===== src/rtl/unified_mem_arbiter_pkg.sv =====
// Shared encodings for the unified memory arbiter: FSM states and requester ids.
package unified_mem_arbiter_pkg;

  typedef enum logic [1:0] {
    ST_IDLE   = 2'd0,
    ST_ACCESS = 2'd1,
    ST_RESP   = 2'd2
  } state_e;

  localparam logic PORT_CPU = 1'b0;
  localparam logic PORT_LDR = 1'b1;

endpackage


===== src/rtl/unified_mem_arbiter_rr_pick2.sv =====
// Two-way round-robin winner select: a lone requester wins, a tie goes to the port rr_ptr names.
module rr_pick2
  import unified_mem_arbiter_pkg::*;
(
  input  logic req0_i,
  input  logic req1_i,
  input  logic rr_ptr_i,
  output logic gnt0_o,
  output logic gnt1_o
);

  logic favour_ldr;

  assign favour_ldr = (rr_ptr_i == PORT_LDR);
  assign gnt0_o     = req0_i & (~req1_i | ~favour_ldr);
  assign gnt1_o     = req1_i & (~req0_i |  favour_ldr);

endmodule


===== src/rtl/unified_mem_arbiter.sv =====
// Serialises CPU (port 0) and loader/DMA (port 1) accesses onto one memory, one transaction at a time.
// Grant in IDLE, MEM_LAT access cycles from latched request, one RESP cycle with the completion pulse.
module unified_mem_arbiter
  import unified_mem_arbiter_pkg::*;
#(
  parameter int AW      = 32,
  parameter int DW      = 32,
  parameter int MEM_LAT = 1
) (
  input  logic          clk,
  input  logic          RESET,
  input  logic          req0,
  input  logic          req1,
  input  logic          we0,
  input  logic          we1,
  input  logic [AW-1:0] addr0,
  input  logic [AW-1:0] addr1,
  input  logic [DW-1:0] wdata0,
  input  logic [DW-1:0] wdata1,
  output logic          gnt0,
  output logic          gnt1,
  output logic          rvalid0,
  output logic          rvalid1,
  output logic [DW-1:0] rdata,
  output logic          busy,
  output logic          mem_en,
  output logic          mem_we,
  output logic [AW-1:0] mem_addr,
  output logic [DW-1:0] mem_wdata,
  input  logic [DW-1:0] mem_rdata
);

  localparam int CW = (MEM_LAT < 2) ? 1 : $clog2(MEM_LAT + 1);

  state_e          state_q, state_d;
  logic            rr_q, rr_d;
  logic            owner_q, owner_d;
  logic            we_q, we_d;
  logic [AW-1:0]   addr_q, addr_d;
  logic [DW-1:0]   wdata_q, wdata_d;
  logic [DW-1:0]   rdata_q, rdata_d;
  logic [CW-1:0]   cnt_q, cnt_d;
  logic            pick0, pick1;

  rr_pick2 u_pick (
    .req0_i   (req0),
    .req1_i   (req1),
    .rr_ptr_i (rr_q),
    .gnt0_o   (pick0),
    .gnt1_o   (pick1)
  );

  always_comb begin
    state_d   = state_q;
    rr_d      = rr_q;
    owner_d   = owner_q;
    we_d      = we_q;
    addr_d    = addr_q;
    wdata_d   = wdata_q;
    rdata_d   = rdata_q;
    cnt_d     = cnt_q;
    gnt0      = 1'b0;
    gnt1      = 1'b0;
    rvalid0   = 1'b0;
    rvalid1   = 1'b0;
    rdata     = '0;
    busy      = 1'b0;
    mem_en    = 1'b0;
    mem_we    = 1'b0;
    mem_addr  = '0;
    mem_wdata = '0;

    case (state_q)
      ST_IDLE: begin
        if (pick0 || pick1) begin
          gnt0    = pick0;
          gnt1    = pick1;
          owner_d = pick1 ? PORT_LDR : PORT_CPU;
          we_d    = pick1 ? we1 : we0;
          addr_d  = pick1 ? addr1 : addr0;
          wdata_d = pick1 ? wdata1 : wdata0;
          cnt_d   = CW'(MEM_LAT - 1);
          state_d = ST_ACCESS;
        end
      end
      ST_ACCESS: begin
        busy      = 1'b1;
        mem_en    = 1'b1;
        mem_we    = we_q;
        mem_addr  = addr_q;
        mem_wdata = wdata_q;
        if (cnt_q == '0) begin
          rdata_d = we_q ? '0 : mem_rdata;
          state_d = ST_RESP;
        end else begin
          cnt_d = cnt_q - CW'(1);
        end
      end
      ST_RESP: begin
        busy    = 1'b1;
        rvalid0 = (owner_q == PORT_CPU);
        rvalid1 = (owner_q == PORT_LDR);
        rdata   = rdata_q;
        rr_d    = ~owner_q;
        state_d = ST_IDLE;
      end
      default: state_d = ST_IDLE;
    endcase

    // Outputs are forced quiet for the whole reset cycle, including any in-flight access.
    if (RESET) begin
      gnt0      = 1'b0;
      gnt1      = 1'b0;
      rvalid0   = 1'b0;
      rvalid1   = 1'b0;
      rdata     = '0;
      busy      = 1'b0;
      mem_en    = 1'b0;
      mem_we    = 1'b0;
      mem_addr  = '0;
      mem_wdata = '0;
    end
  end

  always_ff @(posedge clk) begin
    if (RESET) begin
      state_q <= ST_IDLE;
      rr_q    <= PORT_CPU;
      owner_q <= PORT_CPU;
      we_q    <= 1'b0;
      addr_q  <= '0;
      wdata_q <= '0;
      rdata_q <= '0;
      cnt_q   <= '0;
    end else begin
      state_q <= state_d;
      rr_q    <= rr_d;
      owner_q <= owner_d;
      we_q    <= we_d;
      addr_q  <= addr_d;
      wdata_q <= wdata_d;
      rdata_q <= rdata_d;
      cnt_q   <= cnt_d;
    end
  end

endmodule


===== config.mk =====
export PLATFORM = sky130hd
export DESIGN_NAME = unified_mem_arbiter
export DESIGN_NICKNAME = d
export VERILOG_FILES = /design/src/rtl/unified_mem_arbiter_pkg.sv /design/src/rtl/unified_mem_arbiter_rr_pick2.sv /design/src/rtl/unified_mem_arbiter.sv
export SDC_FILE = /design/constraint.sdc
export NUM_CORES = 1
export LEC_CHECK = 0
export BUFFER_PORTS_ARGS = -buffer_cell sky130_fd_sc_hd__clkbuf_2
export CELL_PAD_IN_SITES_DETAIL_PLACEMENT = 1
export CELL_PAD_IN_SITES_GLOBAL_PLACEMENT = 2
export CORE_ASPECT_RATIO = 0.8
export CORE_MARGIN = 1.5
export CORE_UTILIZATION = 29
export CTS_BUF_LIST = sky130_fd_sc_hd__clkbuf_16
export CTS_CLUSTER_DIAMETER = 30
export DETAILED_ROUTE_END_ITERATION = 10
export GPL_TIMING_DRIVEN = 0
export PLACE_DENSITY = 0.86
export SLEW_MARGIN = 0
export SYNTH_ARGS = -nofsm -noshare
export SYNTH_HDL_FRONTEND = slang
export SYNTH_HIERARCHICAL = 1
export SYNTH_SLANG_ARGS = --single-unit

===== constraint.sdc =====
create_clock -name clk -period 3.65 [get_ports clk]
set_input_delay 0.1825 -clock clk [delete_from_list [all_inputs] [get_ports clk]]
set_output_delay 0.1825 -clock clk [all_outputs]
set_load 0.02 [all_outputs]

Yosys cells after proc, flatten, opt, wreduce, memory -nomap -nowiden:

Cells that the tools add are included.
Widths: inputs -> output; s select.

* register bits: 102
* bits of input ports: 166
* output and inout bits: 103
* word-level logic and storage cells: 63

* $add $sub $neg: 1
* equality and inequality tests: 4
* muxes and demuxes: 33
* bitwise logic cells: 9
* reduce and logical (&&, ||, !) cells: 8

Operators with widths (number)
* $mux 32: 9
* $mux 1: 20
* $reduce_and 2->1: 4
* $not 1->1: 5
* $mux 2: 2
* $ne 2x2->1 const B: 2
* $pmux 2 s2: 1
* $and 1x1->1: 2
* $eq 2x1->1 const B: 1
* $eq 2x2->1 const B: 1
* $logic_not 2->1: 1
* $or 1x1->1: 2
* $pmux 1 s2: 1
* $reduce_bool 2->1: 1
* $reduce_or 2->1: 1
* $logic_or 1x1->1: 1
* $sub 1x1->1 const B: 1

Logic depth before layout (Yosys ltp):

Gate-level depths: netlist (run 1).

* word-level depth: 7
* mapped depth: 7
* depth with buffers taken out: 4

Cells and area by module:

The synthesis (run 1) kept the hierarchy.

By module, submodules not included
* unified_mem_arbiter: times used 1, cells each 581, area an instance 5730.5 µm², sequential area each 2021.9 µm²
* rr_pick2: times used 1, cells each 3, area an instance 18.8 µm², sequential area each 0.0 µm²

Worst setup path before layout (run 1):

Ideal clock, no wire load.

* path type: register -> output
* start: register state_q[1]
* end: output port mem_addr[22]
* arrival time: 1.337 ns
* data required time: 3.467 ns
* slack: 2.131 ns
* stages on the path, launching flop included: 6
* buffers on the path: 1
* path through: dfxtp_1 inv_1 ha_1 nor2b_2 clkbuf_1 and2_1

* word-level cells in the longest chain between the ends: 3

RTL lines
* start, declared: RTL line unified_mem_arbiter.sv:35 `state_e state_q, state_d;`
* start signal, assigned: RTL line unified_mem_arbiter.sv:136 `state_q <= state_d;`
* $eq 2x1->1: RTL line unified_mem_arbiter.sv:73 `case (state_q)`
* $mux 32: RTL line unified_mem_arbiter.sv:73
* $mux 32: RTL line unified_mem_arbiter.sv:111 `if (RESET) begin`
* end, declared: RTL line unified_mem_arbiter.sv:28 `output logic [AW-1:0] mem_addr,`

No other way between the ends.

Worst setup path in the final report (run 1):

* start: register state_q[0]
* end: output port rdata[2]

* word-level cells in the longest chain between the ends: 3

RTL lines
* $eq 2x2->1: RTL line unified_mem_arbiter.sv:73
* $mux 32: RTL line unified_mem_arbiter.sv:73
* $mux 32: RTL line unified_mem_arbiter.sv:111
* end, declared: RTL line unified_mem_arbiter.sv:24 `output logic [DW-1:0] rdata,`

No other way between the ends.

==> flow_metrics.env, run 1 <==
export IMPL_cts_root_buf="clkbuf_16"
export IMPL_hold_path_class="primary input to register"
export IMPL_met3_length_um=1120
export IMPL_grt_setup_unrepaired="false"
export IMPL_syn_inst=584
export IMPL_cts_tree="done"
export IMPL_synth_ff_type="dfxtp_1"
export IMPL_overflow=0
export IMPL_clock_skew_ns=0.00869
export IMPL_m1WireLength_um=8540
export IMPL_worst_pin_slew_ns=0.554
export IMPL_dp_hpwl_um=14400
export IMPL_power_frac_seq_pct=38.9
export IMPL_postRouteAntennaNets=0
export IMPL_dp_cells=1110
export IMPL_synth_most_common_cell="nand2b_1"
export IMPL_place_congestion=0.737
export IMPL_clock_latency_ns=0.35
export IMPL_ys_types=25
export IMPL_drtIter0Drc=198
export IMPL_cts_setup_buffers=0
export IMPL_cts_buffers=9
export IMPL_clkTransAtPathRegs_ns=0.07
export IMPL_endpoint="rdata[2]"
export IMPL_pwr_share_clk_pct=27.3
export IMPL_p_per_area_mw_per_mm2=461
export IMPL_htreeDepth=3
export IMPL_internal_power_mw=2.35
export IMPL_firstDrtPassIters=4
export IMPL_grtUsageTotal_pct=17.8
export IMPL_antenna_found_initial=0
export IMPL_clock_fmax_ghz=0.411
export IMPL_synth_area_leaders="dfxtp_1, mux2i_1, o32ai_2"
export IMPL_multi_input_area_mm2=0.00337
export IMPL_cellLeakagePower_nw=3.34
export IMPL_maxSlewHeadroom_pct=63.0
export IMPL_drcViolationCount=0
export IMPL_comb_power_share_pct=33.8
export IMPL_cts_hold_buffers=0
export IMPL_cp_max_fo=10
export IMPL_netlist_area_mm2=0.00575
export IMPL_grt_max_degree=17
export IMPL_startpoint="state_q[0]$_SDFFE_PP0P_"
export IMPL_worstRegToRegCells=6
export IMPL_p_sw_share_pct=33.8
export IMPL_post_drt_via_cell_ratio=4.67
export IMPL_critPathRequiredTime_ns=3.47
export IMPL_hold_ws_ns=0.0839
export IMPL_antenna_cells=0
export IMPL_layout_setup_ws_ns=1.22
export IMPL_period_minus_slack_ns=2.43
export IMPL_grt_pass1_vias=5345
export IMPL_wirelength_um=18500
export IMPL_wl_per_cell_um=16.5
export IMPL_fin_util_pct=40.1
export IMPL_finalSetupViolCount=0
export IMPL_p_switching_mw=1.20
export IMPL_r2r_slack_ns=1.90
export IMPL_synth_async_reset_ratio_pct=0
export IMPL_syn_avg_cell_area_um2=9.84
export IMPL_layout_drive_gt1_share_pct=41.7
export IMPL_initial_core_util_pct=29.9
export IMPL_ys_top_cells_by_count="nand2b_1, dfxtp_1, and2_1"
export IMPL_cap_violations=0
export IMPL_met2_length_um=8620
export IMPL_yosys_register_bits=101
export IMPL_io_pins=269
export IMPL_post_route_period_util_pct=66.7
export IMPL_rows=45
export IMPL_seqCellArea_mm2=0.00202
export IMPL_ys_seq_area_share_pct=35.2
export IMPL_arrival_ns=2.25
export IMPL_die_h_um=129
export IMPL_grt_pass1_wl_um=29100
export IMPL_synth_fp_nets=755
export IMPL_cts_resized_gates=0
export IMPL_chipWidth_um=160
export IMPL_ir_drop_v=0.000215
export IMPL_synth_edf_count=0
export IMPL_setup_tns_final_ns=0
export IMPL_status="finished, final reports clean"
export IMPL_yosysTopAreaCell="dfxtp_1"
export IMPL_hold_viol=0
export IMPL_final_max_slew_viol_count=0
export IMPL_fin_cells=1126
export IMPL_nets=1034
export IMPL_netlist_area_leader_share_pct=35.2
export IMPL_fp_dieArea_mm2=0.0207
export IMPL_cts_max_path_buffers=2
export IMPL_worstReg2RegEnd="wdata_q[11]$_SDFFE_PP0P_"
export IMPL_cts_sinks=101
export IMPL_path_class="register to output pin"
export IMPL_reg2reg_from="state_q[0]$_SDFFE_PP0P_"
export IMPL_area_delta_synth_final_pct=34.0
export IMPL_endpoint_kind="output pin"
export IMPL_num_vias=5256
export IMPL_dp_slack_ns=1.53
export IMPL_ys_warn_count=6
export IMPL_portBuffers=268
export IMPL_core_area_mm2=0.0192
export IMPL_maxUsedRoutingLayer="met4"
export IMPL_start_kind="register"
export IMPL_fill_cells=2309
-- metrics by stage --
step | total power, mW | area (um^2)
2_1_floorplan | 2.24 | 5750
3_3_place_gp | 2.60 | 7410
3_5_place_dp | 2.63 | 7410
4_1_cts | 3.61 | 7710
5_1_grt | 3.78 | 7710
6_report | 3.56 | 7710
-- area by class of cell --
class,instances,share of cell area [%]
Buffer,60,4.37
Sequential cell,101,26.2
Multi-Input combinational cell,418,43.8
Clock buffer,9,2.92
Clock inverter,7,0.877
Timing Repair Buffer,268,17.4
Inverter,5,0.244
Tap cell,258,4.19
-- layout by cell type, fill, tap and decap left out, types with 2 or more instances in the layout --
| master | instances |
|---|---|
| clkbuf_1 | 24 |
| nand2b_1 | 103 |
| buf_4 | 7 |
| clkinv_4 | 2 |
| inv_1 | 6 |
| clkbuf_4 | 2 |
| nand3b_1 | 32 |
| a21boi_1 | 2 |
| a21oi_1 | 34 |
| clkbuf_16 | 9 |
| buf_6 | 7 |
| o32ai_1 | 25 |
| ha_1 | 5 |
| and2_1 | 98 |
| clkbuf_2 | 271 |
| dfxtp_1 | 101 |
| nor2b_1 | 3 |
| nor2_1 | 3 |
| mux2i_1 | 67 |
| buf_2 | 17 |
| o32ai_2 | 40 |
-- routing by layer --
layer / track usage [%] / vias to the layer above
met5: 0 / -
met4: 4.56 / 0
met3: 4.67 / 15
met2: 29.6 / 150
met1: 22.8 / 2489
li1: - / 2602
-- logic make-up after synthesis --
group	count (synthesis)	share of synthesized area [%]
DFF	101	35.2
AOI/OAI and AO/OA	103	18.7
muxes	67	11.7
adders and majority gates	5	1.09
buffers and inverters	65	6.18
and+or+nand+nor	243	27.2
-- sequential cells by signal, summed over array words and instances (netlist names) --
| name | cells |
|---|---|
| addr_q | 32 |
| rdata_q | 32 |
| state_q | 2 |
| wdata_q | 32 |
| rr_q | 1 |
| we_q | 1 |
| owner_q | 1 |
-- power by group through the flow --
stage	Sequential [mW]	Combinational [mW]	Clock, mW
final	1.38	1.20	0.970
after floorplan	1.38	0.859	0
after global routing	1.41	1.31	1.06
after detailed placement	1.41	1.22	0
after global placement	1.40	1.20	0
after CTS	1.38	1.22	1.01
-- how the worst min path moves through the flow --
stage | slack (ns) | from | cells after the start | to
after floorplan | 0.34 | mem_rdata[0] | 2 | rdata_q[0]$_SDFFE_PP0N_
after global placement | 0.44 | mem_rdata[15] | 3 | rdata_q[15]$_SDFFE_PP0N_
after detailed placement | 0.44 | mem_rdata[15] | 3 | rdata_q[15]$_SDFFE_PP0N_
after CTS | 0.07 | mem_rdata[15] | 3 | rdata_q[15]$_SDFFE_PP0N_
after global routing | 0.08 | mem_rdata[4] | 3 | rdata_q[4]$_SDFFE_PP0N_
final | 0.08 | mem_rdata[15] | 3 | rdata_q[15]$_SDFFE_PP0N_
-- critical path: stages (launching register included) --
cell and delay, ns:
dfxtp_1 0.34, inv_1 0.13, ha_1 0.19, nor2b_1 0.48, clkbuf_1 0.37, and2_1 0.21
clkbuf_2 0.18
Power figures use the tool's default switching activity.
==> inputs of run 2 (changes only) <==
--- a/config.mk
+++ b/config.mk
@@ -10,12 +10,12 @@
 export CELL_PAD_IN_SITES_GLOBAL_PLACEMENT = 2
 export CORE_ASPECT_RATIO = 0.8
 export CORE_MARGIN = 1.5
-export CORE_UTILIZATION = 29
+export CORE_UTILIZATION = 27
 export CTS_BUF_LIST = sky130_fd_sc_hd__clkbuf_16
 export CTS_CLUSTER_DIAMETER = 30
 export DETAILED_ROUTE_END_ITERATION = 10
 export GPL_TIMING_DRIVEN = 0
-export PLACE_DENSITY = 0.86
+export PLACE_DENSITY = 0.81
 export SLEW_MARGIN = 0
 export SYNTH_ARGS = -nofsm -noshare
 export SYNTH_HDL_FRONTEND = slang
==> constraint.sdc (replaced) <==
create_clock -name clk -period 2.5 [get_ports clk]
set_input_delay 0.125 -clock clk [delete_from_list [all_inputs] [get_ports clk]]
set_output_delay 0.125 -clock clk [all_outputs]
set_load 0.02 [all_outputs]
==> run 2 against run 1 <==
  * Critical path depth did not move
  * Clock power rose by 48%
  * Combinational power up 47%
  * Final area grew 0.29%
  * Utilization down 2.9 points
  * Sequential share of layout area shrank 0.076 points
  * Register-to-register slack worse by 1.1 ns
  * Sequential cell count unchanged
==> flow_metrics.env, run 2 (same netlist as run 1, synthesis figures left out) <==
export IMPL_status="finished, final reports clean"
export IMPL_clock_latency_ns=0.35
export IMPL_post_drt_via_cell_ratio=4.63
export IMPL_period_minus_slack_ns=2.24
export IMPL_hold_ws_ns=0.0227
export IMPL_dp_hpwl_um=14900
export IMPL_antenna_found_initial=0
export IMPL_cts_root_buf="clkbuf_16"
export IMPL_p_switching_mw=1.78
export IMPL_internal_power_mw=3.45
export IMPL_cts_buffers=9
export IMPL_postRouteAntennaNets=0
export IMPL_io_pins=269
export IMPL_cts_max_path_buffers=2
export IMPL_drtIter0Drc=178
export IMPL_clock_skew_ns=0.0119
export IMPL_arrival_ns=2.11
export IMPL_grt_setup_unrepaired="false"
export IMPL_htreeDepth=3
export IMPL_cts_sinks=101
export IMPL_grt_pass1_vias=5567
export IMPL_p_sw_share_pct=34.1
export IMPL_clock_fmax_ghz=0.447
export IMPL_antenna_cells=0
export IMPL_maxSlewHeadroom_pct=64.1
export IMPL_rows=47
export IMPL_clkTransAtPathRegs_ns=0.08
export IMPL_cp_max_fo=10
export IMPL_firstDrtPassIters=4
export IMPL_area_delta_synth_final_pct=34.4
export IMPL_grt_max_degree=18
export IMPL_endpoint_kind="output pin"
export IMPL_core_area_mm2=0.0208
export IMPL_nets=1034
export IMPL_initial_core_util_pct=27.7
export IMPL_final_max_slew_viol_count=0
export IMPL_critPathRequiredTime_ns=2.38
export IMPL_drcViolationCount=0
export IMPL_finalSetupViolCount=0
export IMPL_final_cell_mix="clkbuf_2, nand2b_1, dfxtp_1"
export IMPL_critPathSlowestCell="clkbuf_1"
export IMPL_fin_util_pct=37.2
export IMPL_portBuffers=268
export IMPL_top_regs="addr_q (32), rdata_q (32), wdata_q (32)"
export IMPL_cts_setup_buffers=0
export IMPL_overflow=0
export IMPL_layout_cells_most_common="clkbuf_2"
export IMPL_path_cells="inv_1 -> ha_1 -> nor2b_2 -> clkbuf_1 -> and2_1 -> clkbuf_2"
export IMPL_grt_pass1_wl_um=30700
export IMPL_wirelength_um=19200
export IMPL_die_h_um=134
export IMPL_hold_viol=0
export IMPL_wl_per_cell_um=16.9
export IMPL_cts_tree="done"
export IMPL_layout_drive_gt1_share_pct=42.1
export IMPL_grtUsageTotal_pct=17.5
export IMPL_ir_drop_v=0.000343
export IMPL_power_frac_seq_pct=38.6
export IMPL_worst_pin_slew_ns=0.539
export IMPL_post_route_period_util_pct=89.6
export IMPL_place_congestion=0.737
export IMPL_start_kind="register"
export IMPL_cellLeakagePower_nw=3.35
export IMPL_pwr_share_clk_pct=27.6
export IMPL_cap_violations=0
export IMPL_num_vias=5262
export IMPL_chipWidth_um=166
export IMPL_cpPeakStageDelay_ns=0.38
export IMPL_path_class="register to output pin"
export IMPL_setup_tns_final_ns=0
export IMPL_comb_power_share_pct=33.7
export IMPL_fp_dieArea_mm2=0.0222
export IMPL_p_per_area_mw_per_mm2=676
export IMPL_hold_path_class="primary input to register"
==> run 2: cell count changes in the layout (fill, tap and decap cells not counted), sizes merged <==
cell | previous run | this run
inv | 6 | 9
clkinv | 4 | 1
==> run 2: what timing repair did <==
item | in CTS | in global routing
endpoints found under the hold margin | 0 | 0
gates resized for setup | 0 | 3
endpoints found under the setup margin | 0 | 40
hold buffers | 0 | 0
==> run 2: worst paths after layout <==
| kind | from | depth (start not counted) | endpoint | slack (ns) |
|---|---|---|---|---|
| max | state_q[0]$_SDFFE_PP0P_ | 6 | rdata[25] | 0.26 |
| min | mem_rdata[25] | 3 | rdata_q[25]$_SDFFE_PP0N_ | 0.02 |
| min reg2reg | rdata_q[17]$_SDFFE_PP0N_ | 2 | rdata_q[17]$_SDFFE_PP0N_ | 0.47 |
| max reg2reg | rr_q$_SDFFE_PP0N_ | 6 | addr_q[23]$_SDFFE_PP0P_ | 0.76 |
==> run 2: through the flow <==
stage / std cells / setup slack, ns / cell area, um^2 / power [mW]
5_1_grt: 1137 / 0.0284 / 7730 / 5.56
6_report: 1137 / 0.261 / 7730 / 5.23
4_1_cts: 1137 / 0.0127 / 7720 / 5.33
3_3_place_gp: 1121 / 0.399 / 7430 / 3.82
3_5_place_dp: 1121 / 0.394 / 7430 / 3.85
2_1_floorplan: 584 / 1.04 / 5750 / 3.27
==> run 2: routing by layer <==
layer / GRT usage [%] / up-vias / share of wire [%]
met4: 3.60 / 0 / 0.88
met1: 23.3 / 2486 / 47
li1: - / 2597 / -
met5: 0 / - / 0
met3: 4.72 / 14 / 6.6
met2: 28.4 / 165 / 46
==> run 2: power groups by stage <==
stage / logic (mW) / clock network [mW] / registers [mW]
global route: 1.94 / 1.56 / 2.06
global placement: 1.78 / 0 / 2.04
floorplan: 1.25 / 0 / 2.01
CTS: 1.80 / 1.51 / 2.02
detailed placement: 1.79 / 0 / 2.06
finish: 1.76 / 1.44 / 2.02
==> run 2: critical path: cells and delay by family (launching register included) <==
family / cells / cell delay, ns
AND/OR/NAND/NOR: 2 / 0.56
buffers and inverters: 3 / 0.67
adder cells (fa/ha/maj): 1 / 0.20
flip-flops: 1 / 0.34
==> run 2: cell type report <==
class / count / area [um^2]
Tap cell: 269 / 337
Buffer: 60 / 338
Timing Repair Buffer: 268 / 1340
Clock buffer: 9 / 225
Fill cell: 2497 / 13000
Sequential cell: 101 / 2020
Multi-Input combinational cell: 418 / 3370
Clock inverter: 7 / 72.6
Inverter: 5 / 18.8
